$ cat config.mk
export PLATFORM = sky130hd
export DESIGN_NAME = fpga_run_sequencer_flat
export DESIGN_NICKNAME = d
export VERILOG_FILES = /design/src/rtl/fpga_run_sequencer_if.sv /design/src/rtl/fpga_run_sequencer.sv /design/src/flat_wrapper.sv
export SDC_FILE = /design/constraint.sdc
export NUM_CORES = 1
export LEC_CHECK = 0
export CAP_MARGIN = 5
export CORE_ASPECT_RATIO = 0.7
export CORE_UTILIZATION = 60
export CTS_BUF_LIST = sky130_fd_sc_hd__clkbuf_8
export DETAILED_ROUTE_END_ITERATION = 10
export DONT_BUFFER_PORTS = 1
export MAX_ROUTING_LAYER = met4
export PLACE_DENSITY = 0.74
export REMOVE_ABC_BUFFERS = 1
export SLEW_MARGIN = 30
export SYNTH_ARGS = -nofsm -noshare
export SYNTH_HDL_FRONTEND = slang
export SYNTH_SLANG_ARGS = --single-unit
$ cat constraint.sdc
create_clock -name clock -period 16 [get_ports clock]
set_input_delay 3.2 -clock clock [delete_from_list [all_inputs] [get_ports clock]]
set_output_delay 3.2 -clock clock [all_outputs]
set_load 0.01 [all_outputs]
$ cat src/rtl/fpga_run_sequencer_if.sv
// Channel, core and drain-stream signals of the run sequencer.
// The slave modport is the sequencer; the master modport is its environment.
interface fpga_run_sequencer_if #(
  parameter int unsigned MemoryElementWidth = 12,
  parameter int unsigned NIn                = 3,
  parameter int unsigned StepWidth          = 16
);
  localparam int unsigned AddrW = $clog2(NIn);

  logic                          start;
  logic                          inValid;
  logic [MemoryElementWidth-1:0] inData;
  logic                          inReady;
  logic [AddrW-1:0]              coreInAddr;
  logic [MemoryElementWidth-1:0] coreInData;
  logic                          coreRun;
  logic                          coreStep;
  logic                          coreOutWrite;
  logic [MemoryElementWidth-1:0] coreOutData;
  logic                          coreFinished;
  logic                          coreSuccess;
  logic                          outValid;
  logic [MemoryElementWidth-1:0] outData;
  logic                          outReady;
  logic                          busy;
  logic                          done;
  logic                          passed;
  logic                          timedOut;
  logic [StepWidth-1:0]          steps;

  modport slave (
    input  start, inValid, inData, coreInAddr, coreOutWrite, coreOutData,
           coreFinished, coreSuccess, outReady,
    output inReady, coreInData, coreRun, coreStep, outValid, outData,
           busy, done, passed, timedOut, steps
  );

  modport master (
    output start, inValid, inData, coreInAddr, coreOutWrite, coreOutData,
           coreFinished, coreSuccess, outReady,
    input  inReady, coreInData, coreRun, coreStep, outValid, outData,
           busy, done, passed, timedOut, steps
  );
endinterface

$ cat src/rtl/fpga_run_sequencer.sv
// Run controller for one interpreter core: loads input words, steps the core
// under a budget, captures its output words circularly and drains them.
module fpga_run_sequencer #(
  parameter int unsigned MemoryElementWidth = 12,
  parameter int unsigned NIn                = 3,
  parameter int unsigned NOut               = 9,
  parameter int unsigned MaxSteps           = 32,
  parameter int unsigned StepWidth          = 16
) (
  input logic                 clock,
  input logic                 reset,
  fpga_run_sequencer_if.slave bus
);
  localparam int unsigned AddrW   = $clog2(NIn);
  localparam int unsigned InDepth = 1 << AddrW;
  localparam int unsigned InCntW  = $clog2(NIn + 1);
  localparam int unsigned WpW     = $clog2(NOut);
  localparam int unsigned OutCntW = $clog2(NOut + 1);

  typedef enum logic [2:0] {IDLE, LOAD, RUN, DRAIN, DONE} state_t;

  state_t                        state;
  logic [MemoryElementWidth-1:0] in_buf  [InDepth];
  logic [MemoryElementWidth-1:0] out_buf [NOut];
  logic [InCntW-1:0]             in_count;
  logic [WpW-1:0]                wp;
  logic [OutCntW-1:0]            out_count;
  logic [OutCntW-1:0]            rd_index;
  logic [StepWidth-1:0]          steps_q;
  logic                          passed_q;
  logic                          timed_out_q;
  logic                          in_ready_q;
  logic                          core_run_q;
  logic                          busy_q;
  logic                          done_q;

  logic [StepWidth-1:0]          steps_inc;
  logic                          out_valid;

  assign steps_inc = steps_q + StepWidth'(1);
  assign out_valid = (state == DRAIN) && (rd_index < out_count);

  // Sequencer FSM; status flags are registered alongside the state.
  always_ff @(posedge clock or posedge reset) begin
    if (reset) begin
      state       <= IDLE;
      for (int i = 0; i < InDepth; i++) in_buf[i] <= '0;
      for (int i = 0; i < NOut; i++) out_buf[i] <= '0;
      in_count    <= '0;
      wp          <= '0;
      out_count   <= '0;
      rd_index    <= '0;
      steps_q     <= '0;
      passed_q    <= 1'b0;
      timed_out_q <= 1'b0;
      in_ready_q  <= 1'b0;
      core_run_q  <= 1'b0;
      busy_q      <= 1'b0;
      done_q      <= 1'b0;
    end else begin
      case (state)
        IDLE, DONE: begin
          if (bus.start) begin
            state       <= LOAD;
            for (int i = 0; i < InDepth; i++) in_buf[i] <= '0;
            in_count    <= '0;
            wp          <= '0;
            out_count   <= '0;
            steps_q     <= '0;
            passed_q    <= 1'b0;
            timed_out_q <= 1'b0;
            in_ready_q  <= 1'b1;
            busy_q      <= 1'b1;
            done_q      <= 1'b0;
          end
        end
        LOAD: begin
          if (bus.inValid) begin
            in_buf[AddrW'(in_count)] <= bus.inData;
            in_count                 <= in_count + InCntW'(1);
            if (in_count == InCntW'(NIn - 1)) begin
              state      <= RUN;
              in_ready_q <= 1'b0;
              core_run_q <= 1'b1;
            end
          end
        end
        RUN: begin
          steps_q <= steps_inc;
          // A write on the final step is kept even though the run ends here.
          if (bus.coreOutWrite) begin
            out_buf[wp] <= bus.coreOutData;
            wp          <= (wp == WpW'(NOut - 1)) ? '0 : wp + WpW'(1);
            if (out_count != OutCntW'(NOut)) out_count <= out_count + OutCntW'(1);
          end
          if (bus.coreFinished || (steps_inc == StepWidth'(MaxSteps))) begin
            state       <= DRAIN;
            core_run_q  <= 1'b0;
            rd_index    <= '0;
            passed_q    <= bus.coreFinished && bus.coreSuccess;
            timed_out_q <= !bus.coreFinished;
          end
        end
        DRAIN: begin
          if (rd_index == out_count) begin
            state  <= DONE;
            busy_q <= 1'b0;
            done_q <= 1'b1;
          end else if (bus.outReady) begin
            rd_index <= rd_index + OutCntW'(1);
          end
        end
        default: state <= IDLE;
      endcase
    end
  end

  assign bus.inReady    = in_ready_q;
  assign bus.coreRun    = core_run_q;
  assign bus.coreStep   = core_run_q;
  assign bus.busy       = busy_q;
  assign bus.done       = done_q;
  assign bus.passed     = passed_q;
  assign bus.timedOut   = timed_out_q;
  assign bus.steps      = steps_q;
  assign bus.outValid   = out_valid;
  assign bus.outData    = out_valid ? out_buf[WpW'(rd_index)] : '0;
  assign bus.coreInData = ({1'b0, bus.coreInAddr} < (AddrW + 1)'(NIn)) ?
                          in_buf[bus.coreInAddr] : '0;
endmodule

$ cat src/flat_wrapper.sv
// flat-port wrapper written by rule: the top's interface ports become plain ports
module fpga_run_sequencer_flat 
#(
  parameter int unsigned MemoryElementWidth = 12,
  parameter int unsigned NIn                = 3,
  parameter int unsigned NOut               = 9,
  parameter int unsigned MaxSteps           = 32,
  parameter int unsigned StepWidth          = 16
)
  (clock, reset, bus_start, bus_inValid, bus_inData, bus_coreInAddr, bus_coreOutWrite, bus_coreOutData, bus_coreFinished, bus_coreSuccess, bus_outReady, bus_inReady, bus_coreInData, bus_coreRun, bus_coreStep, bus_outValid, bus_outData, bus_busy, bus_done, bus_passed, bus_timedOut, bus_steps);
  fpga_run_sequencer_if #(.MemoryElementWidth(MemoryElementWidth), .NIn(NIn), .StepWidth(StepWidth)) bus_i ();
  input logic clock;
  input logic reset;
  input wire logic [$bits(bus_i.start)-1:0] bus_start;
  input wire logic [$bits(bus_i.inValid)-1:0] bus_inValid;
  input wire logic [$bits(bus_i.inData)-1:0] bus_inData;
  input wire logic [$bits(bus_i.coreInAddr)-1:0] bus_coreInAddr;
  input wire logic [$bits(bus_i.coreOutWrite)-1:0] bus_coreOutWrite;
  input wire logic [$bits(bus_i.coreOutData)-1:0] bus_coreOutData;
  input wire logic [$bits(bus_i.coreFinished)-1:0] bus_coreFinished;
  input wire logic [$bits(bus_i.coreSuccess)-1:0] bus_coreSuccess;
  input wire logic [$bits(bus_i.outReady)-1:0] bus_outReady;
  output wire logic [$bits(bus_i.inReady)-1:0] bus_inReady;
  output wire logic [$bits(bus_i.coreInData)-1:0] bus_coreInData;
  output wire logic [$bits(bus_i.coreRun)-1:0] bus_coreRun;
  output wire logic [$bits(bus_i.coreStep)-1:0] bus_coreStep;
  output wire logic [$bits(bus_i.outValid)-1:0] bus_outValid;
  output wire logic [$bits(bus_i.outData)-1:0] bus_outData;
  output wire logic [$bits(bus_i.busy)-1:0] bus_busy;
  output wire logic [$bits(bus_i.done)-1:0] bus_done;
  output wire logic [$bits(bus_i.passed)-1:0] bus_passed;
  output wire logic [$bits(bus_i.timedOut)-1:0] bus_timedOut;
  output wire logic [$bits(bus_i.steps)-1:0] bus_steps;
  assign bus_i.start = bus_start;
  assign bus_i.inValid = bus_inValid;
  assign bus_i.inData = bus_inData;
  assign bus_i.coreInAddr = bus_coreInAddr;
  assign bus_i.coreOutWrite = bus_coreOutWrite;
  assign bus_i.coreOutData = bus_coreOutData;
  assign bus_i.coreFinished = bus_coreFinished;
  assign bus_i.coreSuccess = bus_coreSuccess;
  assign bus_i.outReady = bus_outReady;
  assign bus_inReady = bus_i.inReady;
  assign bus_coreInData = bus_i.coreInData;
  assign bus_coreRun = bus_i.coreRun;
  assign bus_coreStep = bus_i.coreStep;
  assign bus_outValid = bus_i.outValid;
  assign bus_outData = bus_i.outData;
  assign bus_busy = bus_i.busy;
  assign bus_done = bus_i.done;
  assign bus_passed = bus_i.passed;
  assign bus_timedOut = bus_i.timedOut;
  assign bus_steps = bus_i.steps;
  fpga_run_sequencer #(.MemoryElementWidth(MemoryElementWidth), .NIn(NIn), .NOut(NOut), .MaxSteps(MaxSteps), .StepWidth(StepWidth)) u_core (.clock(clock), .reset(reset), .bus(bus_i));
endmodule
# Word-level counts from Yosys, hierarchy flattened
# Index checks and enable logic that the tools add are counted.
[word_totals]
regBits = 195
latch_bits = 0
mem_bits_rw = 0
rom_bits = 0
out_inout_bits = 48
mem_count = 0
[classes]
addsub = 5
n_mul = 0
n_div = 0
n_lt_le_gt_ge = 8
eq_ne = 18
shift = 0
mux = 56
bitwise = 4
n_reduce_logical = 24
[ops]
columns = ["op", "count"]
rows = [
  ["bitwise mux 108 bit", 1],
  ["two-way mux 12 bit", 8],
  ["two-way mux 48 bit", 2],
  ["one-hot mux 48 bit (2 select lines)", 1],
  ["binary-select mux 12 bit (select 4 bit)", 1],
  ["bitwise mux 48 bit", 1],
  ["demux 12 bit (select 4 bit)", 1],
  ["two-way mux 4 bit", 8],
  ["one-hot mux 16 bit (2 select lines)", 1],
  ["binary-select mux 12 bit (select 2 bit)", 1],
  ["demux 12 bit (select 2 bit)", 1],
  ["one-hot mux 4 bit (2 select lines)", 3],
  ["adder 16 x 1 -> 16 bit, second input constant", 1],
  ["== test 16 x 6 -> 1 bit, second input constant", 1],
  ["two-way mux 16 bit", 1],
  ["AND reduction 4 bit", 4],
  ["two-way mux 3 bit", 5],
  ["adder 4 x 1 -> 4 bit, second input constant", 3],
  ["inequality test 2 bit, second input constant", 6],
  ["one-hot mux 1 bit (2 select lines)", 6],
  ["one-hot mux 3 bit (4 select lines)", 1],
  ["AND reduction 3 bit", 4],
  ["two-way mux 1 bit", 11],
  [">= comparator 5 bit, second input constant", 2],
  ["other kinds (26)", 41],
]

# Logic depth before layout (Yosys ltp)
[logic_depth]
ltp_word = 8
ltp_mapped = 11

# Worst setup path before layout
# OpenSTA, ideal clock, no wires.
[synth_timing]
path_kind = "input to output"
start = "input port bus_coreInAddr[1]"
end = "output port bus_coreInData[10]"
arrival_ps = 4059
t_required_ps = 12800
setup_slack_ps = 8741
stages = 3
path_cell_list = "buf_1 -> mux2i_1 -> o21ai_0"
[synth_between]
elab_chain_len = 5
[synth_lines]
columns = ["element", "line", "source"]
rows = [
  ["from (decl)", "flat_wrapper.sv:17", "input wire logic [$bits(bus_i.coreInAddr)-1:0] bus_coreInAddr;"],
  ["NOT 2 -> 3 bit (implied by the code)", "fpga_run_sequencer.sv:129", "in_buf[bus.coreInAddr] : '0;"],
  ["binary-select mux 12 bit (select 2 bit)", "fpga_run_sequencer.sv:129", ""],
  ["two-way mux 12 bit (implied by the code) (2 in a row)", "fpga_run_sequencer.sv:129", ""],
  ["two-way mux 12 bit (*)", "fpga_run_sequencer.sv:128", "assign bus.coreInData = ({1'b0, bus.coreInAddr} < (AddrW + 1)'(NIn)) ?"],
  ["to (decl)", "flat_wrapper.sv:24", "output wire logic [$bits(bus_i.coreInData)-1:0] bus_coreInData;"],
]
# Mark *: on every way between the ends. The rest lies on a longest branch, timed or not. The select of a mux whose other input is x is not followed.

# Worst setup path after layout
[layout_timing]
start = "input port bus_coreInAddr[0]"
end = "output port bus_coreInData[1]"
# Same word-level chain as after synthesis.

==> metrics.md <==
| Metric | Value |
|---|---|
| Slowest cell delay on critical path | `roughly 740 ps` |
| Syn-to-layout area delta | `6.01%` |
| CTS tree | `built` |
| RD Place Congestion | `0.858` |
| Setup Skew | `around 22 ps` |
| Row cnt | `36` |
| RSZ-0062 raised after global routing | `false` |
| Worst Hold Class | `reg2reg` |
| Worst-margin pin slew | `962 ps` |
| Netlist cell types | `54` |
| Port bufs | `0` |
| Number of synthesized register bits | `roughly 180` |
| Buf/Inv on CP | `0` |
| Sequential-to-total area share from yosys stat | `between 50% and 60%` |
| WL final | `19.5 mm` |
| Post-Syn Area | `between 0.008 and 0.009 mm²` |
| Remaining routing DRC violations | `0` |
| CTS sink count | `183` |
| DR vias/cell | `between 6 and 7` |
| Diode count | `0` |
| Achievable Freq | `roughly 130 MHz` |
| Vias in the first global route | `6,140` |
| Root Driver | `clkbuf_8` |
| Share of cells above drive strength 1 | `24.7%` |
| Die X | `148 µm` |
| Sw Ratio | `a little under two fifths` |
| Initial drt markers | `463` |
| Required @ worst endpoint | `approximately 13,000 ps` |
| PostCTS Resize Cnt | `0` |
| Crit path time final | `roughly 7500 ps` |
| Final Hold Viols | `0` |
| Psw | `between 0.5 and 0.6 mW` |
| Total of max-cap violations | `0` |
| Critical Path, Cell by Cell | `nor2b_1 > nand2_1 > o21ai_0` |
| CTS Hold Bufs | `0` |
| Clock Tree Buf Depth | `2` |
| Critical path class | `in2out` |
| Gr usage total | `between 20% and 30%` |
| Max_slew headroom | `35.8%` |
| Die Span Y | `~100 µm` |
| Mean routed wirelength per cell | `around 20 µm` |
| Clock-pin slew on the worst setup and hold paths | `90 ps` |
| Synth Warn # | `0` |
| CP top delay family | `simple AND/OR/NAND/NOR gates` |
| Clock share of power | `between 20% and 30%` |
| Number of post-CTS setup repair buffers | `0` |
| DP HPWL | `12.5 mm` |
| Final Non-Filler Cells | `960` |
| Num CTS Buffers | `17` |
| Max FO, Critical Path | `13` |
| Final Cycle Share | `46.9%` |
| Maximum vdd drop | `85.4 µV` |
| Worst EP arrival | `4310 ps` |
| Combinational Power Share | `between 30% and 40%` |
| Internal power | `~1 mW` |
| Global-route wire length before repair | `between 30 and 40 mm` |
| Vias post-DR | `a little over 6,000` |
| Core area | `between 0.01 and 0.015 mm²` |
| Status | `complete, no violations` |
| Type of origin of the critical path | `input pin` |
| Critical path capture point type | `output pin` |
| Clock latency on the worst-skew pair | `about 460 ps` |
| Final setup vio count | `0` |
| Drt pass-1 iters | `5` |
| DIE AREA | `~0.015 mm²` |
| Post-Place Cells | `928` |
| # H-tree levels | `4` |
| Total grt overflow | `0` |
| FFs w/ async S/R, synth | `100%` |
| EDFF count, synth | `0` |
| Largest net degree at the start of global routing | `111` |
| CP max stage cell | `nor2b_1` |
| Register share of total power | `a little under half` |
| Initial Util | `approximately 63%` |
| Post-layout net count | `about 810` |
| Synthesized area per cell | `11.4 µm²` |
| DRT antenna net count | `0` |
| Leak pwr | `between 4 and 5 nW` |
| TNS Setup | `0 ps` |
| Gate Count Post-Synth | `a little under 800` |
| I/O pin cnt | `82` |
| Ys flop type | `dfrtp_1` |
| Cell Pwr Density | `roughly 160 mW/mm²` |
| Initial antenna violation count | `0` |
| Slew Viols, Final | `0` |
power by group through the flow:
stage / sequential, mW / clock [mW] / combinational [mW]
floorplan: 0.695 / 0 / 0.385
global placement: 0.700 / 0 / 0.491
detailed placement: 0.711 / 0 / 0.517
CTS: 0.703 / 0.335 / 0.519
global route: 0.723 / 0.356 / 0.573
finish: 0.706 / 0.333 / 0.519
synthesized netlist by cell type, types with 14 or more instances:
cell type	count	area, µm²
clkbuf_1	30	113
nand2_1	103	387
o21ai_0	66	330
a22o_1	14	123
nand3_1	14	70.1
ha_1	16	200
a21oi_1	28	140
nor2_1	44	165
mux2i_1	24	240
mux4_2	24	541
mux2_2	108	1220
inv_1	16	60.1
dfrtp_1	183	4580
layer usage:
layer / global-route usage [%] / share of wire, % / vias to the layer above
met5: - / 0 / -
met4: 7.36 / 1.1 / 0
met3: 6.36 / 6.7 / 20
met2: 42.9 / 49 / 214
met1: 36.6 / 44 / 3118
li1: - / - / 2736
worst reg2reg max path, stage by stage (launching register included):
cell and delay (ps):
dfrtp_1 470, nand2b_1 270, nor2_2 630, nand2_1 280
nor3_1 280, and2_1 740, mux2_2 420
state kept, by name, indices dropped and copies added (netlist names):
signal               cells
u_core.wp                4
u_core.bus.busy          1
u_core.in_buf           36
u_core.state             3
u_core.bus.passed        1
u_core.bus.done          1
u_core.bus.steps        16
u_core.out_buf         108
u_core.in_count          2
u_core.bus.timedOut      1
u_core.bus.inReady       1
u_core.out_count         4
u_core.bus.coreRun       1
u_core.rd_index          4
logic make-up (layout without fill, tap and decap cells):
| group | after synthesis | after routing | share of synthesized area [%] |
|---|---|---|---|
| AO/OA/AOI/OAI | 134 | 134 | 9.02 |
| multiplexers | 156 | 156 | 22.3 |
| adder cells (fa/ha/maj) | 16 | 16 | 2.24 |
| flip-flops | 183 | 183 | 51.2 |
| buffers and inverters | 66 | 54 | 2.98 |
| XOR/XNOR | 10 | 10 | 0.979 |
| AND/OR/NAND/NOR | 217 | 217 | 11.3 |
final cells by class:
class | count | area (µm²)
Timing Repair Buffer | 6 | 48.8
Sequential cell | 183 | 4580
Tap cell | 190 | 238
Clock buffer | 18 | 248
Multi-Input combinational cell | 533 | 4120
Fill cell | 1053 | 4750
Clock inverter | 14 | 181
Inverter | 16 | 67.6
cells in the final DEF, fill, tap and decap left out, types with 14 or more instances in the layout:
cell / Yosys / layout
ha_1: 16 / 16
a21oi_1: 28 / 27
nand2_1: 103 / 103
mux2_2: 108 / 108
nor2_1: 44 / 43
o21ai_0: 66 / 66
a22o_1: 14 / 14
nand3_1: 14 / 14
clkbuf_8: 0 / 18
mux4_2: 24 / 24
mux2i_1: 24 / 24
dfrtp_1: 183 / 183
inv_1: 16 / 15
stage by stage:
stage                     power [mW]  hold slack (ps)  cell area (µm²)  setup slack [ps]  util, %
final                           1.56              509             9490              8490     66.6
after global routing            1.65              522             9490              8410     66.6
after CTS                       1.56              509             9470              8530     66.5
after detailed placement        1.23              486             9040              8530     63.5
after global placement          1.19              481             9040              8660     63.5
after floorplan                 1.08              466             8740              7830        -
worst paths after layout:
kind / startpoint / endpoint / slack, ps / cells after the start
max in group asynchronous: reset / u_core.in_buf[41]$_DFFE_PP0P_ / 12140 / 2
worst min-delay path: u_core.out_buf[28]$_DFFE_PP0P_ / u_core.out_buf[28]$_DFFE_PP0P_ / 510 / 1
min in group asynchronous: reset / u_core.out_buf[69]$_DFFE_PP0P_ / 2720 / 1
worst min register to register: u_core.out_buf[28]$_DFFE_PP0P_ / u_core.out_buf[28]$_DFFE_PP0P_ / 510 / 1
worst max register to register: u_core.state[2]$_DFFE_PP0P_ / u_core.out_buf[72]$_DFFE_PP0P_ / 12800 / 6
worst max-delay path: bus_coreInAddr[0] / bus_coreInData[1] / 8490 / 3
Power figures use the tool's default switching activity.
